<file path="src/rtl/gb_bus_pkg.sv">
// Shared state/region types, MBC register selects and the CPU address map for gb_bus_ctrl.
package gb_bus_pkg;

   typedef enum logic [1:0] {StIdle, StCart, StWram, StDone} state_e;

   typedef enum logic [2:0] {RegNone, RegRom, RegCartRam, RegWram, RegSvbk} region_e;

   // MBC register select is taken straight from cpu_addr[14:13] of a ROM-range write.
   typedef enum logic [1:0] {MbcRamEn, MbcRomBank, MbcRamBank, MbcMode} mbc_sel_e;

   localparam logic [15:0] RomBase      = 16'h0000;
   localparam logic [15:0] RomLimit     = 16'h7FFF;
   localparam logic [15:0] CartRamBase  = 16'hA000;
   localparam logic [15:0] CartRamLimit = 16'hBFFF;
   localparam logic [15:0] WramBase     = 16'hC000;
   localparam logic [15:0] WramLimit    = 16'hDFFF;
   localparam logic [15:0] EchoBase     = 16'hE000;
   localparam logic [15:0] EchoLimit    = 16'hFDFF;
   localparam logic [15:0] SvbkAddr     = 16'hFF70;
   localparam logic [3:0]  RamEnKey     = 4'hA;

   function automatic region_e decode_region(input logic [15:0] addr, input logic svbk_en);
      region_e region;
      region = RegNone;
      if (addr <= RomLimit) begin
         region = RegRom;
      end else if (addr >= CartRamBase && addr <= CartRamLimit) begin
         region = RegCartRam;
      end else if ((addr >= WramBase && addr <= WramLimit) ||
                   (addr >= EchoBase && addr <= EchoLimit)) begin
         region = RegWram;
      end else if (svbk_en && addr == SvbkAddr) begin
         region = RegSvbk;
      end
      return region;
   endfunction

endpackage

</file>
<file path="src/rtl/gb_mbc_regs.sv">
// MBC bank/enable/mode registers plus the CGB WRAM bank register.
// WRAM banking is writable only when GB_BUS_CGB_WRAM_EN is defined; otherwise bank 1 is fixed.
module gb_mbc_regs
   import gb_bus_pkg::*;
#(
   parameter int unsigned ROM_BANK_BITS  = 7,
   parameter int unsigned RAM_BANK_BITS  = 2,
   parameter int unsigned WRAM_BANK_BITS = 3
) (
   input  logic                      clk_i,
   input  logic                      rst_ni,
   input  logic                      mbc_we_i,
   input  mbc_sel_e                  mbc_sel_i,
   input  logic                      svbk_we_i,
   input  logic [7:0]                din_i,
   output logic [ROM_BANK_BITS-1:0]  rom_bank_o,
   output logic [RAM_BANK_BITS-1:0]  ram_bank_o,
   output logic                      ram_en_o,
   output logic                      mode_o,
   output logic [WRAM_BANK_BITS-1:0] wram_bank_o
);

   logic [ROM_BANK_BITS-1:0] rom_bank_q, rom_trunc, rom_bank_d;
   logic [RAM_BANK_BITS-1:0] ram_bank_q;
   logic                     ram_en_q, mode_q;

   // Zero check happens on the truncated value, so e.g. 0x80 with 7 bits also becomes bank 1.
   assign rom_trunc  = din_i[ROM_BANK_BITS-1:0];
   assign rom_bank_d = (rom_trunc == '0) ? ROM_BANK_BITS'(1) : rom_trunc;

   always_ff @(posedge clk_i or negedge rst_ni) begin
      if (!rst_ni) begin
         rom_bank_q <= ROM_BANK_BITS'(1);
         ram_bank_q <= '0;
         ram_en_q   <= 1'b0;
         mode_q     <= 1'b0;
      end else if (mbc_we_i) begin
         case (mbc_sel_i)
            MbcRamEn:   ram_en_q   <= (din_i[3:0] == RamEnKey);
            MbcRomBank: rom_bank_q <= rom_bank_d;
            MbcRamBank: ram_bank_q <= din_i[RAM_BANK_BITS-1:0];
            MbcMode:    mode_q     <= din_i[0];
            default:    mode_q     <= mode_q;
         endcase
      end
   end

   assign rom_bank_o = rom_bank_q;
   assign ram_bank_o = ram_bank_q;
   assign ram_en_o   = ram_en_q;
   assign mode_o     = mode_q;

`ifdef GB_BUS_CGB_WRAM_EN
   logic [WRAM_BANK_BITS-1:0] wram_bank_q, wram_trunc, wram_bank_d;

   assign wram_trunc  = din_i[WRAM_BANK_BITS-1:0];
   assign wram_bank_d = (wram_trunc == '0) ? WRAM_BANK_BITS'(1) : wram_trunc;

   always_ff @(posedge clk_i or negedge rst_ni) begin
      if (!rst_ni) begin
         wram_bank_q <= WRAM_BANK_BITS'(1);
      end else if (svbk_we_i) begin
         wram_bank_q <= wram_bank_d;
      end
   end

   assign wram_bank_o = wram_bank_q;
`else
   logic unused_svbk;
   assign unused_svbk = svbk_we_i;
   assign wram_bank_o = WRAM_BANK_BITS'(1);
`endif

   logic unused_din;
   assign unused_din = ^din_i;

endmodule

</file>
<file path="src/rtl/gb_bus_ctrl.sv">
// Game Boy CPU bus controller: region decode, MBC banking, cartridge strobes and WRAM access.
// Define GB_BUS_CGB_WRAM_EN to enable the CGB SVBK (FF70) WRAM bank register.
module gb_bus_ctrl
   import gb_bus_pkg::*;
#(
   parameter int unsigned ROM_BANK_BITS  = 7,
   parameter int unsigned RAM_BANK_BITS  = 2,
   parameter int unsigned WRAM_BANK_BITS = 3,
   parameter int unsigned CART_WAIT      = 2
) (
   input  logic                         clk,
   input  logic                         rst_n,
   input  logic [15:0]                  cpu_addr,
   input  logic [7:0]                   cpu_din,
   input  logic                         cpu_rd,
   input  logic                         cpu_wr,
   output logic [7:0]                   cpu_dout,
   output logic                         cpu_ready,
   output logic [14+ROM_BANK_BITS-1:0]  cart_rom_addr,
   output logic [13+RAM_BANK_BITS-1:0]  cart_ram_addr,
   output logic                         cart_rd,
   output logic                         cart_wr,
   input  logic [7:0]                   cart_din,
   output logic [7:0]                   cart_dout,
   output logic [12+WRAM_BANK_BITS-1:0] wram_addr,
   output logic                         wram_we,
   output logic [7:0]                   wram_wdata,
   input  logic [7:0]                   wram_rdata
);

`ifdef GB_BUS_CGB_WRAM_EN
   localparam logic SvbkEn = 1'b1;
`else
   localparam logic SvbkEn = 1'b0;
`endif

   state_e      state_q;
   logic        rd_prev_q, wr_prev_q;
   logic [15:0] addr_q;
   logic [7:0]  din_q, dout_q;
   logic        write_q, ready_q, cart_rd_q, cart_wr_q, wram_we_q;
   logic [3:0]  cnt_q;

   logic                      rd_rise, wr_rise, rise_any, cart_go;
   region_e                   start_region;
   logic                      mbc_we, svbk_we;
   logic [ROM_BANK_BITS-1:0]  rom_bank, rom_bank_eff;
   logic [RAM_BANK_BITS-1:0]  ram_bank, ram_bank_eff;
   logic                      ram_en, mode;
   logic [WRAM_BANK_BITS-1:0] wram_bank;
   logic [15:0]               wram_src;
   logic [7:0]                svbk_rdata;

   // A simultaneous rd/wr edge counts as a write.
   assign rd_rise      = cpu_rd & ~rd_prev_q;
   assign wr_rise      = cpu_wr & ~wr_prev_q;
   assign rise_any     = rd_rise | wr_rise;
   assign start_region = decode_region(cpu_addr, SvbkEn);

   assign mbc_we  = (state_q == StIdle) & wr_rise & (start_region == RegRom);
   assign svbk_we = (state_q == StIdle) & wr_rise & (start_region == RegSvbk);
   assign cart_go = ((start_region == RegRom) & ~wr_rise) |
                    ((start_region == RegCartRam) & ram_en);

   gb_mbc_regs #(
      .ROM_BANK_BITS  (ROM_BANK_BITS),
      .RAM_BANK_BITS  (RAM_BANK_BITS),
      .WRAM_BANK_BITS (WRAM_BANK_BITS)
   ) u_mbc_regs (
      .clk_i       (clk),
      .rst_ni      (rst_n),
      .mbc_we_i    (mbc_we),
      .mbc_sel_i   (mbc_sel_e'(cpu_addr[14:13])),
      .svbk_we_i   (svbk_we),
      .din_i       (cpu_din),
      .rom_bank_o  (rom_bank),
      .ram_bank_o  (ram_bank),
      .ram_en_o    (ram_en),
      .mode_o      (mode),
      .wram_bank_o (wram_bank)
   );

   always_comb begin
      rom_bank_eff = '0;
      if (addr_q[14]) begin
         rom_bank_eff = rom_bank;
      end else if (mode && ROM_BANK_BITS > 5) begin
         rom_bank_eff = ROM_BANK_BITS'({ram_bank, 5'b0});
      end
   end

   assign ram_bank_eff  = mode ? ram_bank : '0;
   assign cart_rom_addr = {rom_bank_eff, addr_q[13:0]};
   assign cart_ram_addr = {ram_bank_eff, addr_q[12:0]};

   // The address goes to the sync RAM during the start cycle so read data is ready in StWram.
   // Echo (addr - 0x2000) only touches bits 13+, so the low 13 bits select the WRAM byte as is.
   assign wram_src  = (state_q == StIdle) ? cpu_addr : addr_q;
   assign wram_addr = {wram_src[12] ? wram_bank : WRAM_BANK_BITS'(0), wram_src[11:0]};

   always_comb begin
      svbk_rdata                       = 8'hFF;
      svbk_rdata[WRAM_BANK_BITS-1:0]   = wram_bank;
   end

   always_ff @(posedge clk or negedge rst_n) begin
      if (!rst_n) begin
         state_q   <= StIdle;
         rd_prev_q <= 1'b0;
         wr_prev_q <= 1'b0;
         addr_q    <= '0;
         din_q     <= '0;
         write_q   <= 1'b0;
         cnt_q     <= '0;
         dout_q    <= 8'hFF;
         ready_q   <= 1'b0;
         cart_rd_q <= 1'b0;
         cart_wr_q <= 1'b0;
         wram_we_q <= 1'b0;
      end else begin
         rd_prev_q <= cpu_rd;
         wr_prev_q <= cpu_wr;
         ready_q   <= 1'b0;
         wram_we_q <= 1'b0;
         unique case (state_q)
            StIdle: begin
               if (rise_any) begin
                  addr_q  <= cpu_addr;
                  din_q   <= cpu_din;
                  write_q <= wr_rise;
                  if (start_region == RegWram) begin
                     state_q   <= StWram;
                     wram_we_q <= wr_rise;
                  end else if (cart_go) begin
                     state_q   <= StCart;
                     cnt_q     <= 4'(CART_WAIT - 1);
                     cart_rd_q <= ~wr_rise;
                     cart_wr_q <= wr_rise;
                  end else begin
                     // MBC writes, disabled cart RAM, SVBK and unclaimed addresses finish here.
                     state_q <= StDone;
                     ready_q <= 1'b1;
                     if (!wr_rise) begin
                        dout_q <= (start_region == RegSvbk) ? svbk_rdata : 8'hFF;
                     end
                  end
               end
            end
            StCart: begin
               if (cnt_q == '0) begin
                  state_q   <= StDone;
                  ready_q   <= 1'b1;
                  cart_rd_q <= 1'b0;
                  cart_wr_q <= 1'b0;
                  if (!write_q) begin
                     dout_q <= cart_din;
                  end
               end else begin
                  cnt_q <= cnt_q - 4'd1;
               end
            end
            StWram: begin
               state_q <= StDone;
               ready_q <= 1'b1;
               if (!write_q) begin
                  dout_q <= wram_rdata;
               end
            end
            StDone: state_q <= StIdle;
            default: state_q <= StIdle;
         endcase
      end
   end

   assign cpu_dout   = dout_q;
   assign cpu_ready  = ready_q;
   assign cart_rd    = cart_rd_q;
   assign cart_wr    = cart_wr_q;
   assign cart_dout  = din_q;
   assign wram_we    = wram_we_q;
   assign wram_wdata = din_q;

   logic unused_addr;
   assign unused_addr = addr_q[15];

endmodule

</file>
<file path="config.mk">
export PLATFORM = sky130hd
export DESIGN_NAME = gb_bus_ctrl
export DESIGN_NICKNAME = d
export VERILOG_FILES = /design/src/rtl/gb_bus_pkg.sv /design/src/rtl/gb_mbc_regs.sv /design/src/rtl/gb_bus_ctrl.sv
export SDC_FILE = /design/constraint.sdc
export NUM_CORES = 1
export LEC_CHECK = 0
export CAP_MARGIN = 25
export CORE_UTILIZATION = 39
export DETAILED_ROUTE_END_ITERATION = 10
export GPL_TIMING_DRIVEN = 0
export PLACE_DENSITY = 0.81
export SYNTH_ARGS = -nofsm -noshare
export SYNTH_HDL_FRONTEND = slang
export SYNTH_SLANG_ARGS = --single-unit
</file>
<file path="constraint.sdc">
create_clock -name clk -period 1.67 [get_ports clk]
set_input_delay 0.167 -clock clk [delete_from_list [all_inputs] [get_ports clk]]
set_output_delay 0.167 -clock clk [all_outputs]
set_load 0.02 [all_outputs]
</file>
Word level (Yosys, flattened, before mapping)
Index checks and enable logic that the tools add are counted.
Widths: inputs -> output; s select.
{"block": "classes", "n_addsub": 1, "mul": 0, "div": 0, "order_cmp": 7, "eq_ne": 20, "n_shift": 0, "muxes": 45, "bitwise": 11, "reduce_logical": 19}
{"operator": "$mux 8", "count": 7}
{"operator": "$ge 16x16->1 const B", "count": 3}
{"operator": "$le 16x16->1 const B", "count": 3}
{"operator": "$pmux 8 s3", "count": 1}
{"operator": "$mux 7", "count": 3}
{"operator": "$ne 2x2->1 const B", "count": 9}
{"operator": "$le 16x15->1 const B", "count": 1}
{"operator": "$mux 4", "count": 4}
{"operator": "$mux 1", "count": 15}
{"operator": "$mux 2", "count": 7}
{"operator": "$mux 13", "count": 1}
{"operator": "$reduce_and 2->1", "count": 6}
{"operator": "$reduce_and 5->1", "count": 2}
{"operator": "$eq 2x2->1 const B", "count": 4}
{"operator": "$pmux 2 s4", "count": 1}
{"operator": "$pmux 4 s2", "count": 1}
{"operator": "$reduce_and 8->1", "count": 1}
{"operator": "$logic_not 7->1", "count": 1}
{"operator": "$and 1x1->1", "count": 6}
{"operator": "$eq 3x2->1 const B", "count": 2}
{"operator": "$mux 3", "count": 2}
{"operator": "$eq 2x1->1 const B", "count": 2}
{"operator": "$eq 4x4->1 const B", "count": 1}
{"operator": "$logic_not 2->1", "count": 2}
{"operator": "other kinds (12)", "count": 18}
{"block": "word_totals", "reg_bits": 55, "latch_bits": 0, "ramBits": 0, "rom_bits": 0, "input_bits": 44, "out_inout_bits": 79, "elab_cells": 119, "n_memories": 0}

Depth between registers and ports, before layout
{"block": "depth", "ltp_word": 13, "mapped_depth": 8, "ltp_nobuf": 7}

By module
Synthesis repeated with hierarchy kept, for this count alone.
{"block": "unflattened", "cells_unflattened": 269, "hier_area_um2": 3103.0}
{"module": "gb_bus_ctrl", "n_inst": 1, "cells_each": 232, "area_per_inst_um2": 2607.5, "seq_area_each_um2": 1111.1}
{"module": "gb_mbc_regs", "n_inst": 1, "cells_each": 37, "area_per_inst_um2": 495.5, "seq_area_each_um2": 276.5}

Worst setup path after synthesis
Ideal clock, no wire load.
{"block": "synth_timing", "kind": "register to register", "start": "register state_q[0]", "end": "register dout_q[0] (netlist: cpu_dout[0])", "setup_ns": 0.096, "arrival_time_ns": 1.743, "t_required_ns": 1.574, "path_slack_ns": -0.170, "stages_incl_launch_ff": 9, "path_buffers": 2, "synth_period_minus_slack_ns": 1.840, "cell_sequence": "dfrtp_1 inv_1 ha_1 clkbuf_1 o21a_1 a211oi_4 and3_1 buf_4 a31oi_1"}
{"block": "synth_between", "elab_chain_cells": 3, "word_cells_on_any_way": 13, "cone_classes": "eq/ne: 9; mux: 1; reduce/logical: 3"}
{"item": "start: declaration", "line": "gb_bus_ctrl.sv:37", "text": "state_e state_q;"}
{"item": "start signal: assignment", "line": "gb_bus_ctrl.sv:108", "text": "state_q <= StIdle;"}
{"item": "start signal: assignment", "line": "gb_bus_ctrl.sv:132", "text": "state_q <= StWram;"}
{"item": "start signal: assignment", "line": "gb_bus_ctrl.sv:135", "text": "state_q <= StCart;"}
{"item": "$eq 2x1->1 (tied with other cells)", "line": "gb_bus_ctrl.sv:125", "text": "unique case (state_q)"}
{"item": "$ne 2x2->1 (no source line) / $reduce_bool 3->1 (equally long branches)"}
{"item": "$reduce_and 8->1 (no source line)"}
{"item": "end signal: assignment", "line": "gb_bus_ctrl.sv:144", "text": "dout_q <= (start_region == RegSvbk) ? svbk_rdata : 8'hFF;"}
{"item": "end signal: assignment", "line": "gb_bus_ctrl.sv:156", "text": "dout_q <= cart_din;"}
{"item": "end signal: assignment", "line": "gb_bus_ctrl.sv:166", "text": "dout_q <= wram_rdata;"}
{"item": "end: declaration", "line": "gb_bus_ctrl.sv:40", "text": "logic [7:0] din_q, dout_q;"}
Parallel ways exist; a longest one is shown, timed or not.
A chain may end at the register's enable or synchronous reset.

Final worst setup path
{"block": "layout_timing", "start": "register state_q[1]", "end": "register cnt_q[2]"}
{"block": "layout_between", "elab_chain_cells": 3, "word_cells_on_any_way": 9, "cone_classes": "eq/ne: 5; mux: 1; reduce/logical: 3"}
{"item": "$eq 2x1->1 / $logic_not 2->1 (equally long branches)", "line": "gb_bus_ctrl.sv:125"}
{"item": "$ne 2x2->1 (no source line) / $reduce_bool 2->1 (equally long branches)"}
{"item": "$reduce_and 5->1 (no source line)"}
{"item": "end signal: assignment", "line": "gb_bus_ctrl.sv:136", "text": "cnt_q <= 4'(CART_WAIT - 1);"}
{"item": "end signal: assignment", "line": "gb_bus_ctrl.sv:159", "text": "cnt_q <= cnt_q - 4'd1;"}
{"item": "end: declaration", "line": "gb_bus_ctrl.sv:42", "text": "logic [3:0] cnt_q;"}
Parallel ways exist; a longest one is shown, timed or not.

==> out/results.txt <==
STA puts the critical path data required time at 1.86 ns. The shortest clock period the worst path allows after layout is 1.916 ns, and the switching power share of the total is 39.68%. The site row count is 31.

The tree is rooted in a sky130_fd_sc_hd__clkbuf_8. Global routing consumed, over all layers together, 20.43% of the routing resources. The logs give 0 for the number of max-slew violations in the final report and 290 for the synthesized netlist cell count. In the final design database the tool counted 499 nets. For the worst setup path, the data arrival time is 2.11 ns. For the starting density of the core, the log shows 41.12%.

The part of the Yosys area used for sequential elements was 45.54%; the clock-pin slew on the worst setup and hold paths was 0.11 ns. IR analysis of the VDD net gives a maximum drop of 0.0009507 V. Setup violations remaining at the end of the flow were counted as 33.

After detailed routing, the number of vias per cell comes to 4.987. In this run the static leakage power is 0.002328 uW. The logs give 123 for the number of I/O pins and 43 for the unique cell type count in the Yosys netlist.

The pin slew with the least headroom to its limit came out at 0.5420 ns. In this run the tool buffered the top-level ports with 119 buffer cells. Of all nets on the critical path, the largest fanout is 4. Fraction of layout cells with a size suffix above 1: 38.22%. The worst setup path is launched from a register. Synthesis inferred 55 register bits.

TritonCTS built the clock tree. The clock network accounts for 8.8% of the total power. The switching power summed over all nets came out at 4118 uW.

The post-place instance area was 4418 sq um. Traced cell by cell, the critical path runs through inv_2 -> buf_6 -> ha_4 -> and4bb_4 -> a311oi_4 -> buf_4 -> nand3_2 -> xor2_1 -> nor2_1. The worst max-slew margin expressed relative to the limit was 63.87%. sky130_fd_sc_hd__dfrtp_1 is the most common cell in the netlist. Counting instances in the post-synthesis netlist gives the leading cell types as sky130_fd_sc_hd__dfrtp_1 (46), sky130_fd_sc_hd__nand2_1 (40), sky130_fd_sc_hd__buf_4 (39).

The final instance area is 4979 sq um, and the total iterations of the first detailed-routing run is 4. The flow ran to the end, but the final reports show violations. Entering global routing, the biggest net connects 34 pins.

In the final routed layout, each cell accounts on average for 15.86 um. On the worst path, the slowest cell contributes a delay of 0.39 ns. The tightest hold path in the finished design has a slack of 0.2288 ns. The fraction of synthesized cell area taken by the top area cell type came out at 37.78%. The final-report hold violation count was 0; the number of enable-type register cells in the synthesized netlist was 0. The class of the most critical setup path was register to register.

The first global-routing pass estimated 13.48 mm of wire. The clock drives 55 sinks. The min-delay analysis places its worst path in the category input port to register.

The async set-reset flop share out of synthesis works out to 100.0%. During synthesis, Yosys emitted a total of 0 warnings. At the end of routability-driven placement, the weighted congestion stood at 0.8073.

The number of antenna repair diodes is 0, and the height of the die is 90.39 um. The clock tree synthesis step divided the H-tree into 2 levels. From synthesis to final layout, the design area changed by 63.41%. Of all cell types, the one taking the most synthesized area is sky130_fd_sc_hd__dfrtp_1. The area of the die is 8169 sq um, and the via count of the first global-routing pass is 2,750.

The post-synthesis average cell area was 10.51 sq um; the internal power component was 6260 uW. The share of total power dissipated in combinational logic is 67.5%. The total area inside the core boundary comes to 7408 sq um. By area the synthesized netlist is led by sky130_fd_sc_hd__dfrtp_1 (38%), sky130_fd_sc_hd__mux2_2 (14%), sky130_fd_sc_hd__buf_4 (9.6%). The logs give 522.0 MHz for the highest achievable clock rate and 5.764 mm for the placed wire-length estimate after detailed placement.

The cell area that synthesis handed to floorplanning was 3047 sq um. The run gives 23.6% as the relative contribution of sequential cells to total power. The critical path capture point type is a register. In this run the register-to-register setup slack is -0.25 ns. Slowest stage cell on the critical path: sky130_fd_sc_hd__dfrtp_1. For this block, the via count after detailed routing is 2,738. The number of clock buffers added by TritonCTS is 5. For this design the ratio of total power to cell area is 2085 nW/um^2. The worst-case setup margin in the final layout is -0.2458 ns, and the clock insertion delay at the later pin of the skew report is 0.31 ns. In the finished design, the share of the clock period the worst path needs comes to 114.7%.

The final reports fail on negative setup slack. Overall power consumption after layout is estimated at 10,380 uW. For the remaining antenna violation count, the log shows 0. On the final layout, the worst clock skew is 0.01459 ns. After detailed routing, the total wire length is 8.706 mm. The logs give 0 for the post-detailed-route DRC marker count and 67.20% for the core utilization of the finished layout. The tool flagged a number of max-cap violations equal to 0.

Setup repair after global routing could not meet its margin everywhere. The initial antenna violation count was 0; the first-iteration detailed-routing DRC count was 149. The die is 90.39 um wide.

Maximum number of buffers from clock root to sink: 2. In the synthesized netlist the dominant register cell turns out to be sky130_fd_sc_hd__dfrtp_1. The total overflow left after global routing is 0.
==> layout by cell type, fill, tap and decap left out, types with 3 or more instances in the layout <==
| cell | netlist | layout |
|---|---|---|
| sky130_fd_sc_hd__buf_6 | 0 | 22 |
| sky130_fd_sc_hd__a31oi_1 | 17 | 16 |
| sky130_fd_sc_hd__o21ai_0 | 5 | 4 |
| sky130_fd_sc_hd__dlymetal6s2s_1 | 0 | 5 |
| sky130_fd_sc_hd__dfrtp_1 | 46 | 45 |
| sky130_fd_sc_hd__nand2b_1 | 4 | 4 |
| sky130_fd_sc_hd__o211ai_1 | 3 | 3 |
| sky130_fd_sc_hd__nor2_2 | 0 | 3 |
| sky130_fd_sc_hd__buf_4 | 39 | 64 |
| sky130_fd_sc_hd__nand2_1 | 40 | 40 |
| sky130_fd_sc_hd__clkdlybuf4s50_1 | 0 | 93 |
| sky130_fd_sc_hd__clkbuf_8 | 0 | 5 |
| sky130_fd_sc_hd__a21oi_1 | 7 | 5 |
| sky130_fd_sc_hd__and2_1 | 7 | 7 |
| sky130_fd_sc_hd__inv_1 | 6 | 4 |
| sky130_fd_sc_hd__dlygate4sd2_1 | 0 | 5 |
| sky130_fd_sc_hd__ha_1 | 6 | 3 |
| sky130_fd_sc_hd__buf_2 | 5 | 3 |
| sky130_fd_sc_hd__o21ai_4 | 0 | 3 |
| sky130_fd_sc_hd__dfstp_2 | 9 | 9 |
| sky130_fd_sc_hd__nor2_1 | 9 | 6 |
| sky130_fd_sc_hd__a22oi_1 | 8 | 8 |
| sky130_fd_sc_hd__mux2_4 | 0 | 13 |
| sky130_fd_sc_hd__mux2_2 | 37 | 24 |
| sky130_fd_sc_hd__nand3b_1 | 4 | 4 |
| sky130_fd_sc_hd__nand3_1 | 4 | 3 |
| sky130_fd_sc_hd__ha_4 | 0 | 3 |
==> final timing paths <==
check,start,to,depth (start not counted)
setup / recovery,state_q[1]$_DFFE_PN0P_,cnt_q[2]$_DFFE_PN0P_,9
hold / removal,cpu_addr[13],addr_q[13]$_DFFE_PN0P_,2
setup reg to reg,state_q[1]$_DFFE_PN0P_,cnt_q[2]$_DFFE_PN0P_,9
hold reg to reg,u_mbc_regs.rom_bank_o[0]$_DFFE_PN1P_,u_mbc_regs.rom_bank_o[0]$_DFFE_PN1P_,2
max in group asynchronous,rst_n,cpu_dout[1]$_DFFE_PN1P_,3
min in group asynchronous,rst_n,cart_dout[3]$_DFFE_PN0P_,2
==> critical path: cells and delay by family (launching register included) <==
kind / cells / cell delay [ns]
AOI/OAI and AO/OA: 1 / 0.32
xor gates and xnor gates: 1 / 0.19
adders and majority gates: 1 / 0.16
buffers and inverters: 3 / 0.37
DFF: 1 / 0.39
and+or+nand+nor: 3 / 0.36
==> state kept, by name, indices dropped and copies added (netlist names) <==
register               flops
addr_q                    15
cart_dout                  8
cart_rd                    1
cart_wr                    1
cnt_q                      4
cpu_dout                   8
cpu_ready                  1
rd_prev_q                  1
state_q                    2
u_mbc_regs.mode_o          1
u_mbc_regs.ram_bank_o      2
u_mbc_regs.ram_en_o        1
u_mbc_regs.rom_bank_o      7
wr_prev_q                  1
wram_we                    1
write_q                    1
==> through the flow <==
| stage | setup slack (ns) | std cells | setup TNS (ns) |
|---|---|---|---|
| 6_report | -0.2458 | 549 | -4.234 |
| 5_1_grt | -0.2843 | 549 | -5.954 |
| 4_1_cts | -0.2455 | 541 | -4.682 |
| 3_5_place_dp | -0.6478 | 510 | -23.05 |
| 3_3_place_gp | -1.264 | 509 | -83.99 |
| 2_1_floorplan | -0.05495 | 291 | -0.7550 |
==> logic make-up (layout without fill, tap and decap cells) <==
| logic type | Yosys count | in the layout | share of synthesized area [%] |
|---|---|---|---|
| flops | 55 | 55 | 45.54 |
| fa+ha+maj | 6 | 6 | 2.464 |
| simple gates | 82 | 82 | 13.39 |
| other cells | 1 | 2 | 0.1231 |
| mux | 38 | 38 | 14.00 |
| compound gates | 52 | 52 | 12.40 |
| xor+xnor | 1 | 1 | 0.2875 |
| buf+inv | 55 | 214 | 11.79 |
==> power by group through the flow <==
stage               combinational, uW  sequential, uW  clock (uW)
finish                           7010            2450         917
global route                     7410            2530         977
CTS                              6730            2430         919
detailed placement               5920            2460           0
global placement                 5770            2430           0
floorplan                        3410            2630           0
==> layer usage <==
layer	wire length [um]	vias up	global-route usage, %
met5	0	-	0
met4	129	0	5.511
met3	366	13	3.283
met2	4561	101	37.02
met1	3648	1326	25.04
li1	-	1298	-
==> cell type report <==
cell class | count | area (sq um)
clock inverters | 2 | 38.79
well taps | 99 | 123.9
repair buffers | 155 | 1518
plain buffers | 45 | 359.1
fillers | 535 | 2430
multi-input cells | 181 | 1455
flip-flops and latches | 55 | 1389
inverters | 6 | 22.52
clock buffers | 6 | 72.57
==> what timing repair did <==
item | CTS | global route
gates cloned | 1 | 1
pin swaps | 4 | 18
hold buffers | 1 | 0
gates resized for setup | 118 | 26
endpoints found under the setup margin | 65 | 59
endpoints found under the hold margin | 21 | 0
setup buffers | 22 | 12
No activity file was read; power rests on OpenSTA's default activity.
